$ cat src/rtl/decode_stage_v2_pkg.sv
// rtl/decode_stage_v2_pkg.sv - shared encodings, field slices and immediate helpers for the decode stage
package decode_stage_v2_pkg;

    typedef logic [4:0] reg_idx_t;

    localparam int REG_IDX_W = 5;
    localparam int RS1_LSB   = 15;
    localparam int RS2_LSB   = 20;
    localparam int RD_LSB    = 7;

    localparam int IMM_SEL_WIDTH = 3;
    localparam logic [IMM_SEL_WIDTH-1:0] IMM_SEL_I = 3'd0;
    localparam logic [IMM_SEL_WIDTH-1:0] IMM_SEL_S = 3'd1;
    localparam logic [IMM_SEL_WIDTH-1:0] IMM_SEL_B = 3'd2;
    localparam logic [IMM_SEL_WIDTH-1:0] IMM_SEL_J = 3'd3;
    localparam logic [IMM_SEL_WIDTH-1:0] IMM_SEL_U = 3'd4;

    localparam int BRANCH_OP_WIDTH = 3;
    localparam logic [BRANCH_OP_WIDTH-1:0] BRANCH_OP_EQ  = 3'd0;
    localparam logic [BRANCH_OP_WIDTH-1:0] BRANCH_OP_NE  = 3'd1;
    localparam logic [BRANCH_OP_WIDTH-1:0] BRANCH_OP_LT  = 3'd4;
    localparam logic [BRANCH_OP_WIDTH-1:0] BRANCH_OP_GE  = 3'd5;
    localparam logic [BRANCH_OP_WIDTH-1:0] BRANCH_OP_LTU = 3'd6;
    localparam logic [BRANCH_OP_WIDTH-1:0] BRANCH_OP_GEU = 3'd7;

    localparam int FORWARD_SEL_WIDTH = 2;
    localparam logic [FORWARD_SEL_WIDTH-1:0] FORWARD_SEL_EXE = 2'd0;
    localparam logic [FORWARD_SEL_WIDTH-1:0] FORWARD_SEL_MEM = 2'd1;
    localparam logic [FORWARD_SEL_WIDTH-1:0] FORWARD_SEL_WB  = 2'd2;

    localparam logic [31:0] BUBBLE_INSTR_DEFAULT = 32'h0000_0013;

    function automatic reg_idx_t rs1_of(input logic [31:0] i);
        return i[RS1_LSB +: REG_IDX_W];
    endfunction

    function automatic reg_idx_t rs2_of(input logic [31:0] i);
        return i[RS2_LSB +: REG_IDX_W];
    endfunction

    function automatic reg_idx_t rd_of(input logic [31:0] i);
        return i[RD_LSB +: REG_IDX_W];
    endfunction

    function automatic logic [31:0] imm_i(input logic [31:0] i);
        return {{20{i[31]}}, i[31:20]};
    endfunction

    function automatic logic [31:0] imm_s(input logic [31:0] i);
        return {{20{i[31]}}, i[31:25], i[11:7]};
    endfunction

    function automatic logic [31:0] imm_b(input logic [31:0] i);
        return {{19{i[31]}}, i[31], i[7], i[30:25], i[11:8], 1'b0};
    endfunction

    function automatic logic [31:0] imm_j(input logic [31:0] i);
        return {{11{i[31]}}, i[31], i[19:12], i[20], i[30:21], 1'b0};
    endfunction

    function automatic logic [31:0] imm_u(input logic [31:0] i);
        return {i[31:12], 12'b0};
    endfunction

    // Unknown selects decode as I-type so a bad control word still yields a defined value.
    function automatic logic [31:0] gen_imm(input logic [31:0] i, input logic [IMM_SEL_WIDTH-1:0] sel);
        case (sel)
            IMM_SEL_S: return imm_s(i);
            IMM_SEL_B: return imm_b(i);
            IMM_SEL_J: return imm_j(i);
            IMM_SEL_U: return imm_u(i);
            default:   return imm_i(i);
        endcase
    endfunction

endpackage

$ cat src/rtl/decode_stage_v2_if.sv
// rtl/decode_stage_v2_if.sv - IF/ID input and ID/EX output handshake bundle of the decode stage
interface decode_stage_v2_if #(parameter int XLEN = 32);

    logic            in_valid;
    logic            in_ready;
    logic [XLEN-1:0] in_pc;
    logic [31:0]     in_instr;

    logic            out_valid;
    logic            out_ready;
    logic [XLEN-1:0] out_pc;
    logic [XLEN-1:0] out_rs1_data;
    logic [XLEN-1:0] out_rs2_data;
    logic [XLEN-1:0] out_imm;
    logic [31:0]     out_instr;
    logic [4:0]      out_rs1_addr;
    logic [4:0]      out_rs2_addr;
    logic [4:0]      out_rd_addr;
    logic            out_illegal_reg;

    modport slave (
        input  in_valid, in_pc, in_instr, out_ready,
        output in_ready, out_valid, out_pc, out_rs1_data, out_rs2_data, out_imm,
               out_instr, out_rs1_addr, out_rs2_addr, out_rd_addr, out_illegal_reg
    );

    modport master (
        output in_valid, in_pc, in_instr, out_ready,
        input  in_ready, out_valid, out_pc, out_rs1_data, out_rs2_data, out_imm,
               out_instr, out_rs1_addr, out_rs2_addr, out_rd_addr, out_illegal_reg
    );

endinterface

$ cat src/rtl/decode_stage_v2_branch.sv
// rtl/decode_stage_v2_branch.sv - branch condition comparator
module branch_comp
    import decode_stage_v2_pkg::*;
#(
    parameter int XLEN = 32
) (
    input  logic [BRANCH_OP_WIDTH-1:0] op,
    input  logic [XLEN-1:0]            a,
    input  logic [XLEN-1:0]            b,
    output logic                       taken
);

    always_comb begin
        taken = 1'b0;
        case (op)
            BRANCH_OP_EQ:  taken = (a == b);
            BRANCH_OP_NE:  taken = (a != b);
            BRANCH_OP_LT:  taken = ($signed(a) <  $signed(b));
            BRANCH_OP_GE:  taken = ($signed(a) >= $signed(b));
            BRANCH_OP_LTU: taken = (a <  b);
            BRANCH_OP_GEU: taken = (a >= b);
            default:       taken = 1'b0;
        endcase
    end

endmodule

$ cat src/rtl/decode_stage_v2_regfile.sv
// rtl/decode_stage_v2_regfile.sv - parametrised 2R1W register file with same-cycle write bypass
module regfile_param #(
    parameter int NUM_REGS = 32,
    parameter int XLEN     = 32
) (
    input  logic            clk,
    input  logic            rst,
    input  logic [4:0]      ra1,
    input  logic [4:0]      ra2,
    output logic [XLEN-1:0] rd1,
    output logic [XLEN-1:0] rd2,
    input  logic            we,
    input  logic [4:0]      wa,
    input  logic [XLEN-1:0] wd
);

    localparam int RA_W = $clog2(NUM_REGS);

    logic [XLEN-1:0] regs [NUM_REGS];
    logic            wr_ok;

    assign wr_ok = we && (wa != 5'd0) && (32'(wa) < NUM_REGS);

    always_ff @(posedge clk or posedge rst) begin
        if (rst) begin
            for (int i = 0; i < NUM_REGS; i++) regs[i] <= '0;
        end else if (wr_ok) begin
            regs[wa[RA_W-1:0]] <= wd;
        end
    end

    // x0 and indices beyond the configured file read as zero, ahead of the bypass.
    always_comb begin
        rd1 = '0;
        if (ra1 != 5'd0 && 32'(ra1) < NUM_REGS)
            rd1 = (we && wa == ra1) ? wd : regs[ra1[RA_W-1:0]];
    end

    always_comb begin
        rd2 = '0;
        if (ra2 != 5'd0 && 32'(ra2) < NUM_REGS)
            rd2 = (we && wa == ra2) ? wd : regs[ra2[RA_W-1:0]];
    end

endmodule

$ cat src/rtl/decode_stage_v2.sv
// rtl/decode_stage_v2.sv - RV32I/E decode stage with WB bypass, load-use interlock and ID/EX handshake
module decode_stage_v2
    import decode_stage_v2_pkg::*;
#(
    parameter int          XLEN         = 32,
    parameter int          NUM_REGS     = 32,
    parameter int          CNT_W        = 16,
    parameter logic [31:0] BUBBLE_INSTR = BUBBLE_INSTR_DEFAULT
) (
    input  logic                         clk,
    input  logic                         rst,
    decode_stage_v2_if.slave             bus,
    input  logic [IMM_SEL_WIDTH-1:0]     imm_sel,
    input  logic [BRANCH_OP_WIDTH-1:0]   br_op,
    input  logic [FORWARD_SEL_WIDTH-1:0] br_a_sel,
    input  logic [FORWARD_SEL_WIDTH-1:0] br_b_sel,
    input  logic [XLEN-1:0]              fwd_mem,
    input  logic [XLEN-1:0]              fwd_wb,
    input  logic                         wb_en,
    input  logic [4:0]                   wb_rd,
    input  logic [XLEN-1:0]              wb_data,
    input  logic                         exe_mem_read,
    input  logic [4:0]                   exe_rd,
    input  logic                         flush,
    output logic [XLEN-1:0]              br_target,
    output logic [XLEN-1:0]              jal_target,
    output logic [XLEN-1:0]              jalr_target,
    output logic                         br_taken,
    output logic                         load_use_stall,
    output logic [CNT_W-1:0]             stall_count
);

    function automatic logic [XLEN-1:0] sext(input logic [31:0] v);
        return XLEN'($signed(v));
    endfunction

    reg_idx_t        rs1, rs2, rd;
    logic [XLEN-1:0] rf_rs1, rf_rs2;
    logic [XLEN-1:0] br_a, br_b;
    logic [XLEN-1:0] jalr_sum;
    logic            cmp_taken;
    logic            hz, adv, illegal;

    assign rs1 = rs1_of(bus.in_instr);
    assign rs2 = rs2_of(bus.in_instr);
    assign rd  = rd_of(bus.in_instr);

    regfile_param #(.NUM_REGS(NUM_REGS), .XLEN(XLEN)) u_regfile (
        .clk (clk),
        .rst (rst),
        .ra1 (rs1),
        .ra2 (rs2),
        .rd1 (rf_rs1),
        .rd2 (rf_rs2),
        .we  (wb_en),
        .wa  (wb_rd),
        .wd  (wb_data)
    );

    always_comb begin
        br_a = rf_rs1;
        case (br_a_sel)
            FORWARD_SEL_MEM: br_a = fwd_mem;
            FORWARD_SEL_WB:  br_a = fwd_wb;
            default:         br_a = rf_rs1;
        endcase
    end

    always_comb begin
        br_b = rf_rs2;
        case (br_b_sel)
            FORWARD_SEL_MEM: br_b = fwd_mem;
            FORWARD_SEL_WB:  br_b = fwd_wb;
            default:         br_b = rf_rs2;
        endcase
    end

    branch_comp #(.XLEN(XLEN)) u_branch_comp (
        .op    (br_op),
        .a     (br_a),
        .b     (br_b),
        .taken (cmp_taken)
    );

    assign br_taken    = bus.in_valid && cmp_taken;
    assign br_target   = bus.in_pc + sext(imm_b(bus.in_instr));
    assign jal_target  = bus.in_pc + sext(imm_j(bus.in_instr));
    assign jalr_sum    = br_a + sext(imm_i(bus.in_instr));
    assign jalr_target = {jalr_sum[XLEN-1:1], 1'b0};

    assign hz = bus.in_valid && exe_mem_read && (exe_rd != 5'd0) &&
                ((exe_rd == rs1) || (exe_rd == rs2));
    assign load_use_stall = hz;
    assign adv          = !bus.out_valid || bus.out_ready;
    assign bus.in_ready = adv && !hz && !flush;
    assign illegal      = (32'(rs1) >= NUM_REGS) || (32'(rs2) >= NUM_REGS) || (32'(rd) >= NUM_REGS);

    // A bubble leaves data fields as they were; only validity, instruction and indices are scrubbed.
    always_ff @(posedge clk or posedge rst) begin
        if (rst) begin
            bus.out_valid       <= 1'b0;
            bus.out_pc          <= '0;
            bus.out_rs1_data    <= '0;
            bus.out_rs2_data    <= '0;
            bus.out_imm         <= '0;
            bus.out_instr       <= BUBBLE_INSTR;
            bus.out_rs1_addr    <= '0;
            bus.out_rs2_addr    <= '0;
            bus.out_rd_addr     <= '0;
            bus.out_illegal_reg <= 1'b0;
        end else if (flush || (adv && hz)) begin
            bus.out_valid    <= 1'b0;
            bus.out_instr    <= BUBBLE_INSTR;
            bus.out_rs1_addr <= '0;
            bus.out_rs2_addr <= '0;
            bus.out_rd_addr  <= '0;
        end else if (adv && bus.in_valid) begin
            bus.out_valid       <= 1'b1;
            bus.out_pc          <= bus.in_pc;
            bus.out_rs1_data    <= rf_rs1;
            bus.out_rs2_data    <= rf_rs2;
            bus.out_imm         <= sext(gen_imm(bus.in_instr, imm_sel));
            bus.out_instr       <= bus.in_instr;
            bus.out_rs1_addr    <= rs1;
            bus.out_rs2_addr    <= rs2;
            bus.out_rd_addr     <= rd;
            bus.out_illegal_reg <= illegal;
        end else if (adv) begin
            bus.out_valid <= 1'b0;
        end
    end

    always_ff @(posedge clk or posedge rst) begin
        if (rst)
            stall_count <= '0;
        else if (hz && stall_count != '1)
            stall_count <= stall_count + CNT_W'(1);
    end

endmodule

$ cat src/flat_wrapper.sv
// flat-port wrapper written by rule: the top's interface ports become plain ports
module decode_stage_v2_flat import decode_stage_v2_pkg::*;
#(
    parameter int          XLEN         = 32,
    parameter int          NUM_REGS     = 32,
    parameter int          CNT_W        = 16,
    parameter logic [31:0] BUBBLE_INSTR = BUBBLE_INSTR_DEFAULT
)
  (clk, rst, imm_sel, br_op, br_a_sel, br_b_sel, fwd_mem, fwd_wb, wb_en, wb_rd, wb_data, exe_mem_read, exe_rd, flush, br_target, jal_target, jalr_target, br_taken, load_use_stall, stall_count, bus_in_valid, bus_in_pc, bus_in_instr, bus_out_ready, bus_in_ready, bus_out_valid, bus_out_pc, bus_out_rs1_data, bus_out_rs2_data, bus_out_imm, bus_out_instr, bus_out_rs1_addr, bus_out_rs2_addr, bus_out_rd_addr, bus_out_illegal_reg);
  decode_stage_v2_if #(.XLEN(XLEN)) bus_i ();
  input  logic clk;
  input  logic rst;
  input  logic [IMM_SEL_WIDTH-1:0] imm_sel;
  input  logic [BRANCH_OP_WIDTH-1:0] br_op;
  input  logic [FORWARD_SEL_WIDTH-1:0] br_a_sel;
  input  logic [FORWARD_SEL_WIDTH-1:0] br_b_sel;
  input  logic [XLEN-1:0] fwd_mem;
  input  logic [XLEN-1:0] fwd_wb;
  input  logic wb_en;
  input  logic [4:0] wb_rd;
  input  logic [XLEN-1:0] wb_data;
  input  logic exe_mem_read;
  input  logic [4:0] exe_rd;
  input  logic flush;
  output logic [XLEN-1:0] br_target;
  output logic [XLEN-1:0] jal_target;
  output logic [XLEN-1:0] jalr_target;
  output logic br_taken;
  output logic load_use_stall;
  output logic [CNT_W-1:0] stall_count;
  input wire logic [$bits(bus_i.in_valid)-1:0] bus_in_valid;
  input wire logic [$bits(bus_i.in_pc)-1:0] bus_in_pc;
  input wire logic [$bits(bus_i.in_instr)-1:0] bus_in_instr;
  input wire logic [$bits(bus_i.out_ready)-1:0] bus_out_ready;
  output wire logic [$bits(bus_i.in_ready)-1:0] bus_in_ready;
  output wire logic [$bits(bus_i.out_valid)-1:0] bus_out_valid;
  output wire logic [$bits(bus_i.out_pc)-1:0] bus_out_pc;
  output wire logic [$bits(bus_i.out_rs1_data)-1:0] bus_out_rs1_data;
  output wire logic [$bits(bus_i.out_rs2_data)-1:0] bus_out_rs2_data;
  output wire logic [$bits(bus_i.out_imm)-1:0] bus_out_imm;
  output wire logic [$bits(bus_i.out_instr)-1:0] bus_out_instr;
  output wire logic [$bits(bus_i.out_rs1_addr)-1:0] bus_out_rs1_addr;
  output wire logic [$bits(bus_i.out_rs2_addr)-1:0] bus_out_rs2_addr;
  output wire logic [$bits(bus_i.out_rd_addr)-1:0] bus_out_rd_addr;
  output wire logic [$bits(bus_i.out_illegal_reg)-1:0] bus_out_illegal_reg;
  assign bus_i.in_valid = bus_in_valid;
  assign bus_i.in_pc = bus_in_pc;
  assign bus_i.in_instr = bus_in_instr;
  assign bus_i.out_ready = bus_out_ready;
  assign bus_in_ready = bus_i.in_ready;
  assign bus_out_valid = bus_i.out_valid;
  assign bus_out_pc = bus_i.out_pc;
  assign bus_out_rs1_data = bus_i.out_rs1_data;
  assign bus_out_rs2_data = bus_i.out_rs2_data;
  assign bus_out_imm = bus_i.out_imm;
  assign bus_out_instr = bus_i.out_instr;
  assign bus_out_rs1_addr = bus_i.out_rs1_addr;
  assign bus_out_rs2_addr = bus_i.out_rs2_addr;
  assign bus_out_rd_addr = bus_i.out_rd_addr;
  assign bus_out_illegal_reg = bus_i.out_illegal_reg;
  decode_stage_v2 #(.XLEN(XLEN), .NUM_REGS(NUM_REGS), .CNT_W(CNT_W), .BUBBLE_INSTR(BUBBLE_INSTR)) u_core (.clk(clk), .rst(rst), .bus(bus_i), .imm_sel(imm_sel), .br_op(br_op), .br_a_sel(br_a_sel), .br_b_sel(br_b_sel), .fwd_mem(fwd_mem), .fwd_wb(fwd_wb), .wb_en(wb_en), .wb_rd(wb_rd), .wb_data(wb_data), .exe_mem_read(exe_mem_read), .exe_rd(exe_rd), .flush(flush), .br_target(br_target), .jal_target(jal_target), .jalr_target(jalr_target), .br_taken(br_taken), .load_use_stall(load_use_stall), .stall_count(stall_count));
endmodule
$ cat config.mk
export PLATFORM = sky130hd
export DESIGN_NAME = decode_stage_v2_flat
export DESIGN_NICKNAME = d
export VERILOG_FILES = /design/src/rtl/decode_stage_v2_pkg.sv /design/src/rtl/decode_stage_v2_if.sv /design/src/rtl/decode_stage_v2_branch.sv /design/src/rtl/decode_stage_v2_regfile.sv /design/src/rtl/decode_stage_v2.sv /design/src/flat_wrapper.sv
export SDC_FILE = /design/constraint.sdc
export NUM_CORES = 2
export LEC_CHECK = 0
export CAP_MARGIN = 20
export CORE_MARGIN = 2
export CORE_UTILIZATION = 50
export CTS_CLUSTER_SIZE = 40
export DETAILED_ROUTE_END_ITERATION = 8
export PLACE_DENSITY = 0.69
export SLEW_MARGIN = 10
export SYNTH_ARGS = -nofsm -noshare
export SYNTH_HDL_FRONTEND = slang
export SYNTH_SLANG_ARGS = --single-unit
export TNS_END_PERCENT = 20
$ cat constraint.sdc
create_clock -name clk -period 89.9 [get_ports clk]
set_input_delay 17.98 -clock clk [delete_from_list [all_inputs] [get_ports clk]]
set_output_delay 17.98 -clock clk [all_outputs]
set_load 0.005 [all_outputs]
==> metrics <==
kind of end point of the critical path primary output; internal power around 1.2 mW; result of the run complete, no violations; number of gates resized after CTS 0; number of pins with negative max-slew slack in the final report 0; Detailed Route WL ~260,000 µm; number of flops mapped to enable cells by yosys 0; total number of vias 54,200; commonest non-fill, non-tap cells in the layout 1,198 x sky130_fd_sc_hd__dfrtp_1, 1,117 x sky130_fd_sc_hd__mux2_2, 501 x sky130_fd_sc_hd__nand2_1, 466 x sky130_fd_sc_hd__clkdlybuf4s50_1, 392 x sky130_fd_sc_hd__mux2i_1; final clock skew 0.0271 ns; CTS tree built; Final nets 6,387; setup repair after global routing missed its margin no; initial standard-cell utilization of the core roughly half; area added between synthesis and finish 15.4%; count of clock tree sinks roughly 1,200; chip height 375 µm; number of setup violations in the final report 0; area share of xor/xnor cells in the synthesized design 1.52%; Worst Setup Start Kind primary input; Die Outline Area 0.141 mm²; Pwr Total 1.74 mW; part of the total power dissipated in the clock network between 30 and 40%; sum of overflow across all layers after global routing 0; most common library cell in the layout ignoring fill and taps sky130_fd_sc_hd__dfrtp_1; synthesized netlist cell count 5,913; ratio of final minimum period to clock period about 48%; setup bufs post-CTS 0; startpoint-to-endpoint class of the critical path in -> out; GPL Wtd Cong 0.997; via count of the first global-routing pass around 53,000; data arrival time of the critical path 25.25 ns; dpl cell area around 0.075 mm²; cell area after synthesis 0.0690 mm²; Final Instance Area roughly 0.08 mm²; global-route usage over all layers 35.9%; cts hold-fix bufs 0; cell seen most often among critical-path stages sky130_fd_sc_hd__a21o_1; floorplan die width 375 µm; transition time of the tightest slew-check pin 1.15 ns; clock-pin slew on the worst setup and hold paths 0.06 ns; clk buf depth 3; proportion of layout cells with a drive suffix above 1 29.3%; predominant post-synthesis flop cell sky130_fd_sc_hd__dfrtp_1; combinational power share roughly a quarter; htree depth 4; main combinational cell family by area after synthesis multiplexers; mean area per synthesized cell 11.7 µm²; Pre-Repair DR Iteration Count 8; dpl hpwl 157,000 µm; Antenna Nets Post-Route 0; synthesized-area fraction occupied by ao, oa, aoi and oai cells 11.3%; highest fanout seen on the critical path 50; number of placed I/O pins approximately 480; initial antenna violation count 22; synthesized flop and latch total approximately 1,200; detail-routed via count per cell 6.78; cts bufs inserted 135; critical path required time 71.92 ns; Routed wire per std cell 32.0 µm; cell count after placement 7,737; DR DRC count 0; cells along the critical path buf_8 -> buf_4 -> buf_4 -> buf_4 -> mux2i_1 -> a221oi_1 -> o21ai_0 -> nand3_1 -> o211ai_1 -> a21oi_1 -> a21oi_1 -> ha_1 -> a21o_1 -> a21o_1 -> a21o_1 -> a21o_1 -> a21oi_1 -> nor2_1 -> a211oi_1 -> nand3_1 -> mux2i_1 -> a211oi_1 -> clkdlybuf4s50_1; violation count after the first detailed-route iteration 6,300; floorplan row count 136; Adder-Cell Fraction of Synth Area 2.08%; async set or reset register ratio after synthesis 100%; Net Sw Power 523 µW; headroom to the max-slew limit 23.6%; Worst path slowest cell sky130_fd_sc_hd__buf_4; PortBufs ~480; Worst Hold Class reg -> reg; number of synthesis warnings 0; count of non-filler cells in the finished layout between 7,000 and 8,000; Clock Latency Late Sink about 0.78 ns; Final Hold Viols 0; fraction of the mapped netlist area in simple logic gates 5.49%; global-route wire length before repair around 370,000 µm; proportion of total power due to net switching between 30% and 40%; CTS root buffer sky130_fd_sc_hd__clkbuf_16; peak per-stage delay on the critical path approximately 0.76 ns; final critical delay including setup and external delays 43.23 ns; cell area power density 21.8 mW/mm²; portion of the post-synthesis area used by sequential elements 43.6%; pin count of the biggest net entering global routing 156; Netlist cell types 79; worst supply voltage drop on vdd between 0.015 and 0.02 mV; Seq pwr share slightly above 40%; multiplexer share of the synthesized area 32.3%; Leak Pwr around 35 nW; highest clock rate 0.0231 GHz; Final TNS setup 0 ns; max-capacitance violation count 0; core area ~0.14 mm²
[routing by layer]
| metal | vias up | wire (µm) | GRT usage, % |
|---|---|---|---|
| met5 | - | 115 | 0 |
| met3 | 831 | 25000 | 8.47 |
| met4 | 16 | 17200 | 20.7 |
| met1 | 28000 | 101000 | 47.6 |
| met2 | 3102 | 113000 | 54.1 |
| li1 | 22300 | - | - |
[critical path, delay by kind of cell]
family                   cells  cell delay, ns
adder cells (fa/ha/maj)      1            0.36
multiplexers                 2            0.33
buffers and inverters        5            3.13
AND/OR/NAND/NOR              3            0.40
AO/OA/AOI/OAI               12            2.86
[state kept, by name, summed over array words and instances (netlist names)]
register	cells
u_core.bus.out_rs1_data	32
u_core.bus.out_rs2_data	32
u_core.bus.out_valid	1
u_core.bus.out_pc	32
u_core.bus.out_rs1_addr	4
u_core.bus.out_instr	20
u_core.u_regfile.regs	1024
u_core.bus.out_rd_addr	4
u_core.bus.out_rs2_addr	4
u_core.bus.out_imm	32
u_core.stall_count	16
[per-stage QoR]
| step | worst slack, ns | hold WS [ns] | utilization, % |
|---|---|---|---|
| 2_1_floorplan | 38.09 | 0.445 | - |
| 3_3_place_gp | 46.68 | 0.383 | 54.6 |
| 3_5_place_dp | 46.78 | 0.389 | 54.6 |
| 4_1_cts | 46.73 | 0.403 | 57.9 |
| 5_1_grt | 46.20 | 0.411 | 58.1 |
| 6_report | 46.67 | 0.406 | 58.1 |
[cells in the mapped netlist (all sizes together) (7+ instances only)]
master | instances | share of area (%)
nand4 | 19 | 0.17
o21ai | 310 | 2.2
mux2i | 392 | 5.7
xor2 | 42 | 0.53
nor3 | 17 | 0.12
clkbuf | 386 | 2.1
buf | 191 | 1.4
inv | 30 | 0.16
a21o | 47 | 0.51
nand3b | 7 | 0.076
a211oi | 9 | 0.11
nor2 | 185 | 1.0
o211ai | 94 | 1.0
a21oi | 319 | 2.3
nand3 | 62 | 0.45
dfrtp | 1198 | 43
a22o | 27 | 0.34
nand2b | 17 | 0.15
a22oi | 190 | 2.1
or2 | 10 | 0.094
a221oi | 130 | 1.7
o31ai | 9 | 0.11
mux2 | 1117 | 18
and3 | 11 | 0.10
nand2 | 518 | 2.8
mux4 | 258 | 8.4
nor2b | 19 | 0.17
o21a | 23 | 0.25
xnor2 | 78 | 0.99
ha | 110 | 2.0
[area by class of cell]
cell class                      count  area, µm²
Sequential cell                  1201      30100
Clock buffer                      199       4050
Antenna cell                       11       27.5
Fill cell                       11300      57500
Timing Repair Buffer              613       5920
Tap cell                         1794       2240
Clock inverter                     44        583
Inverter                           30        120
Multi-Input combinational cell   4106      36600
[power by group through the flow]
stage	Clock [mW]	Sequential [mW]	Combinational, mW
3_5_place_dp	0	0.719	0.431
5_1_grt	0.610	0.725	0.465
2_1_floorplan	0	0.701	0.278
4_1_cts	0.587	0.710	0.433
6_report	0.583	0.714	0.438
3_3_place_gp	0	0.711	0.423
[worst paths after layout]
| check | startpoint | to | slack [ns] | cells after the start |
|---|---|---|---|---|
| worst min-delay path | u_core.u_regfile.regs[1005] | u_core.u_regfile.regs[1005] | 0.41 | 0 |
| max in group asynchronous | rst | u_core.u_regfile.regs[920] | 68.21 | 6 |
| worst max register to register | u_core.bus.out_valid | u_core.bus.out_rs1_data[20] | 86.50 | 6 |
| worst min register to register | u_core.u_regfile.regs[1005] | u_core.u_regfile.regs[1005] | 0.41 | 0 |
| worst max-delay path | bus_in_instr[20] | br_taken | 46.67 | 23 |
| min in group asynchronous | rst | u_core.bus.out_rs1_addr[0] | 17.74 | 2 |
[logic make-up after synthesis]
kind of cell | Yosys count
buffers and inverters | 607
DFF | 1201
muxes | 1767
other | 1
AOI/OAI and AO/OA | 1209
xor gates and xnor gates | 120
adders and majority gates | 113
and+or+nand+nor | 895
Note: power is estimated with default switching activity, not from simulation.
